`src/rtl/pipe_stall_sched.sv`:
```
// Stall scheduler for the pipeline clock-enable gater: merges hazard, multi-cycle and memory stalls.
// Optional stall performance counter is built when STALL_PERF_CNT_EN is defined.
module pipe_stall_sched #(
  parameter int MC_W   = 4,
  parameter int HZ_CYC = 1,
  parameter int CNT_W  = 16
) (
  input  logic             clk,
  input  logic             rst,
  input  logic             hz_req,
  input  logic             mc_start,
  input  logic [MC_W-1:0]  mc_len,
  input  logic             mem_wait,
  input  logic             halt_req,
  output logic             stallb_en,
  output logic             ps_clk_stall,
  output logic [1:0]       stall_src,
  output logic             mc_pend,
  output logic             mc_ovf,
  output logic [CNT_W-1:0] stall_cnt
);

  localparam int HC_W = (HZ_CYC > 1) ? $clog2(HZ_CYC) : 1;
  localparam logic [HC_W-1:0] HZ_LOAD = HC_W'(HZ_CYC - 1);

  typedef enum logic [1:0] {RUN = 2'd0, HAZ = 2'd1, MC = 2'd2, MEMW = 2'd3} state_t;

  state_t          state_q, state_n;
  logic [MC_W-1:0] cnt_q, cnt_n;
  logic [MC_W-1:0] q_len_q, q_len_n;
  logic [HC_W-1:0] hcnt_q, hcnt_n;
  logic            pend_n, ovf_n;
  logic            stallb_d;
  logic [1:0]      src_d;
  logic            new_req, take, consume;

  assign new_req = mc_start && (mc_len != '0);

  always_ff @(posedge clk or negedge rst) begin
    if (!rst) begin
      state_q   <= RUN;
      stallb_en <= 1'b1;
      stall_src <= 2'd0;
      cnt_q     <= '0;
      hcnt_q    <= '0;
      mc_pend   <= 1'b0;
      mc_ovf    <= 1'b0;
    end else begin
      state_q   <= state_n;
      stallb_en <= stallb_d;
      stall_src <= src_d;
      cnt_q     <= cnt_n;
      hcnt_q    <= hcnt_n;
      mc_pend   <= pend_n;
      mc_ovf    <= ovf_n;
    end
  end

  // Queued length is qualified by mc_pend, so it needs no reset.
  always_ff @(posedge clk) begin
    q_len_q <= q_len_n;
  end

  always_comb begin
    state_n = state_q;
    cnt_n   = cnt_q;
    hcnt_n  = hcnt_q;
    take    = 1'b0;
    consume = 1'b0;
    case (state_q)
      RUN, MEMW: begin
        if (mem_wait) begin
          state_n = MEMW;
        end else if (mc_pend) begin
          state_n = MC;
          cnt_n   = q_len_q - MC_W'(1);
          consume = 1'b1;
        end else if (new_req) begin
          state_n = MC;
          cnt_n   = mc_len - MC_W'(1);
          take    = 1'b1;
        end else if (hz_req) begin
          state_n = HAZ;
          hcnt_n  = HZ_LOAD;
        end else begin
          state_n = RUN;
        end
      end
      HAZ: begin
        if (mem_wait)             state_n = MEMW;
        else if (hcnt_q == '0)    state_n = RUN;
        else                      hcnt_n  = hcnt_q - HC_W'(1);
      end
      MC: begin
        if (cnt_q != '0) begin
          cnt_n = cnt_q - MC_W'(1);
        end else if (mem_wait) begin
          state_n = MEMW;
        end else if (mc_pend) begin
          state_n = MC;
          cnt_n   = q_len_q - MC_W'(1);
          consume = 1'b1;
        end else begin
          state_n = RUN;
        end
      end
      default: state_n = RUN;
    endcase
  end

  // One-deep queue: a consumed slot is refilled by a same-cycle request.
  always_comb begin
    pend_n  = mc_pend;
    q_len_n = q_len_q;
    ovf_n   = mc_ovf;
    if (consume) begin
      pend_n = new_req;
      if (new_req) q_len_n = mc_len;
    end else if (new_req && !take) begin
      if (mc_pend) begin
        ovf_n = 1'b1;
      end else begin
        pend_n  = 1'b1;
        q_len_n = mc_len;
      end
    end
  end

  always_comb begin
    stallb_d = (state_n == RUN);
    src_d    = state_n;
  end

  always_ff @(posedge clk or negedge rst) begin
    if (!rst) ps_clk_stall <= 1'b1;
    else      ps_clk_stall <= ~halt_req;
  end

`ifdef STALL_PERF_CNT_EN
  function automatic logic [CNT_W-1:0] sat_inc(input logic [CNT_W-1:0] v);
    return (&v) ? v : v + CNT_W'(1);
  endfunction

  logic [CNT_W-1:0] perf_q;

  always_ff @(posedge clk or negedge rst) begin
    if (!rst)            perf_q <= '0;
    else if (!stallb_en) perf_q <= sat_inc(perf_q);
  end

  assign stall_cnt = perf_q;
`else
  assign stall_cnt = '0;
`endif

endmodule
```
`config.mk`:
```
export PLATFORM = sky130hd
export DESIGN_NAME = pipe_stall_sched
export DESIGN_NICKNAME = d
export VERILOG_FILES = /design/src/rtl/pipe_stall_sched.sv
export SDC_FILE = /design/constraint.sdc
export NUM_CORES = 1
export LEC_CHECK = 0
export ABC_AREA = 1
export CORE_MARGIN = 2
export CORE_UTILIZATION = 45
export DETAILED_ROUTE_END_ITERATION = 7
export PLACE_DENSITY = 0.73
export SYNTH_ARGS = -nofsm -noshare
export SYNTH_HDL_FRONTEND = slang
export SYNTH_SLANG_ARGS = --single-unit
export TNS_END_PERCENT = 10
```
`constraint.sdc`:
```
create_clock -name clk -period 3.47 [get_ports clk]
set_clock_uncertainty 0.1 [all_clocks]
set_input_delay 0.5205 -clock clk [delete_from_list [all_inputs] [get_ports clk]]
set_output_delay 0.5205 -clock clk [all_outputs]
set_load 0.02 [all_outputs]
```
==> flow_summary.toml <==
[cts]
postCtsHoldBufs = 0
clock_sinks = 14
cts_root_buffer = "clkbuf_4"
clk_path_buf_depth = 2
htreeDepth = 1
post_cts_buffers = 0
cts_tree = "done"
numCtsBuffers = 3
insertion_delay_ns = 0.29
clkTransAtPathRegs_ns = 0.09
post_cts_resized = 0

[cells_and_area]
drive_gt1_share_pct = 14.4
multi_input_area_um2 = 617
register_area_um2 = 373
layout.nets = 184
area_growth_syn_to_layout_pct = 12.8
diodes = 0
fin_area_um2 = 1300
fillers = 243
layout.cells.non_filler = 197
final_common_cell = "nand2_1"
mostFrequentLayoutCells = "nand2_1, inv_1, conb_1"

[floorplanning]
boundaryPins = 32
core_um2 = 2450
rows = 18
dieHeight_um = 54.7
die_x_um = 54.7
start_util_pct = 47.1
die_area_um2 = 2990

[timing]
rsz0062_at_grt = "false"
period_needed_ns = 2.19
final-setup-viol-count = 0
setup_ws_ns = 1.28
fin_crit_sh_pct = 63.1
fmax_mhz = 457
tns_ns = 0
slew_viol_final = 0
hold_violations = 0

[route]
drtIter0Drc = 10
routedWlPerCell_um = 10.1
vias = 919
ant_nets = 0
wl_um = 2000
dr.pass1.iters = 4
viasPerCell = 4.66
drc = 0

[worst_setup_path]
cp-end-kind = "primary output"
worstPathRequired_ns = 2.85
crit_path_max_incr_delay_ns = 0.68
crit_fanout = 12
path_class = "flop to primary output"
critPathTopFamily = "buffers and inverters"
slowest_stage = "clkdlybuf4s50_1"
start_kind = "flop"
cp.arrival_ns = 1.57
crit_chain = "clkdlybuf4s50_1"
crit_buf_inv = 1

[placement]
placed_cells = 193
io_buffer_count = 15
dpl_cell_area_um2 = 1270
post-place-ws_ns = 1.01
place.gp.congestion = 0.838
hpwl_um = 1620

[synthesis]
synth.area.mux_share_pct = 0
ys_seq_area_share_pct = 32.3
synth_edf_count = 4
syn_inst = 151
synth_area_um2 = 1160
postSynthAreaPerCell_um2 = 7.66
synth_compound_area_share_pct = 10.8
synth_top_family_by_area = "simple AND/OR/NAND/NOR gates"
synth_xor_area_share_pct = 1.52
yosys_warnings = 0
synthFlopType = "dfrtp_1"
synth_area_leader_cell = "dfrtp_1"
synthDistinctLibCells = 31
ys_ff_latch = 14
synthSimpleGateAreaFrac_pct = 29.3
netlist.area_leader.share_pct = 17.3
synthArstFlopShare_pct = 71.4
synthTopCellsByArea = "dfrtp_1, nand2_1, buf_4, edfxtp_1, ha_1"
yosys.area_share.adder_pct = 6.49

[global_route]
grt_usage_pct = 16.2
grt-ovfl-total = 0
grt_max_degree = 13
grt_pass1_wl_um = 3460
first_global_vias = 841
grt_antenna_before_repair = 0

[min_path]
hold_path.class = "flop to flop"

[pwr]
p_leak_nw = 0.678
peakVddDrop_uv = 567
cellPowerDensity_nw_per_um2 = 844

[run_status]
status = "finished, final reports clean"

[flow_run]
cap_violations = 0
-- registers in the layout (all words and copies together), names as in the netlist --
name	flops
cnt_q	4
q_len_q	4
state_q	2
mc_ovf	1
mc_pend	1
ps_clk_stall	1
stallb_en	1
-- power breakdown --
part	internal, mW	leakage, nW	total (mW)	switching (mW)
clock network	0.0640	0.0210	0.121	0.0568
registers	0.237	0.149	0.285	0.0472
logic	0.263	0.508	0.696	0.433
total	0.564	0.678	1.10	0.537
-- cell families after synthesis --
kind of cell	Yosys count
and+or+nand+nor	70
buffers and inverters	40
AOI/OAI and AO/OA	18
DFF	14
adders and majority gates	6
xor gates and xnor gates	2
other	1
-- worst min-delay path, cell delays in order, from the launching register on --
cell	delay (ns)
dfrtp_1	0.36
inv_1	0.04
nand2_1	0.05
-- final timing paths --
path | from | to | slack (ns) | cells after the start
max reg2reg | state_q[0] | q_len_q[3] | 1.34 | 9
min reg2reg | mc_ovf | mc_ovf | 0.38 | 2
max | mc_pend | mc_pend | 1.28 | 1
min | mc_ovf | mc_ovf | 0.38 | 2
max in group asynchronous | rst | stallb_en | 2.48 | 1
min in group asynchronous | rst | mc_ovf | 0.44 | 1
-- cells in the mapped netlist (2+ instances only) --
cell	count
nand2_1	38
buf_4	17
o21ai_1	3
dfstp_2	2
ha_1	6
nand2_2	2
nand2_4	3
edfxtp_1	4
inv_2	3
o21ai_0	4
nand3_1	13
nor2_2	2
a21oi_1	6
nor2_1	8
dfrtp_1	8
inv_1	17
-- layout make-up --
class,count,share of cell area [%]
well taps,30,2.88
multi-input cells,112,47.3
flip-flops and latches,14,28.6
inverters,22,6.91
clock buffers,4,2.78
repair buffers,15,11.5
-- metrics by stage --
step                      utilization (%)  power, mW  hold WS [ns]
final                                53.1       1.10         0.378
after global routing                 53.1       1.21         0.413
after CTS                            53.1       1.11         0.380
after detailed placement             51.6      0.986         0.349
after global placement               51.6      0.975         0.350
after floorplan                         -      0.857         0.125
-- layer usage --
| layer | GRT usage, % | routed length, µm |
|---|---|---|
| met5 | 0 | 0 |
| met4 | 8.75 | 47 |
| met3 | 2.46 | 69 |
| met2 | 29.0 | 1010 |
| met1 | 18.3 | 868 |
Note: power is estimated with default switching activity, not from simulation.
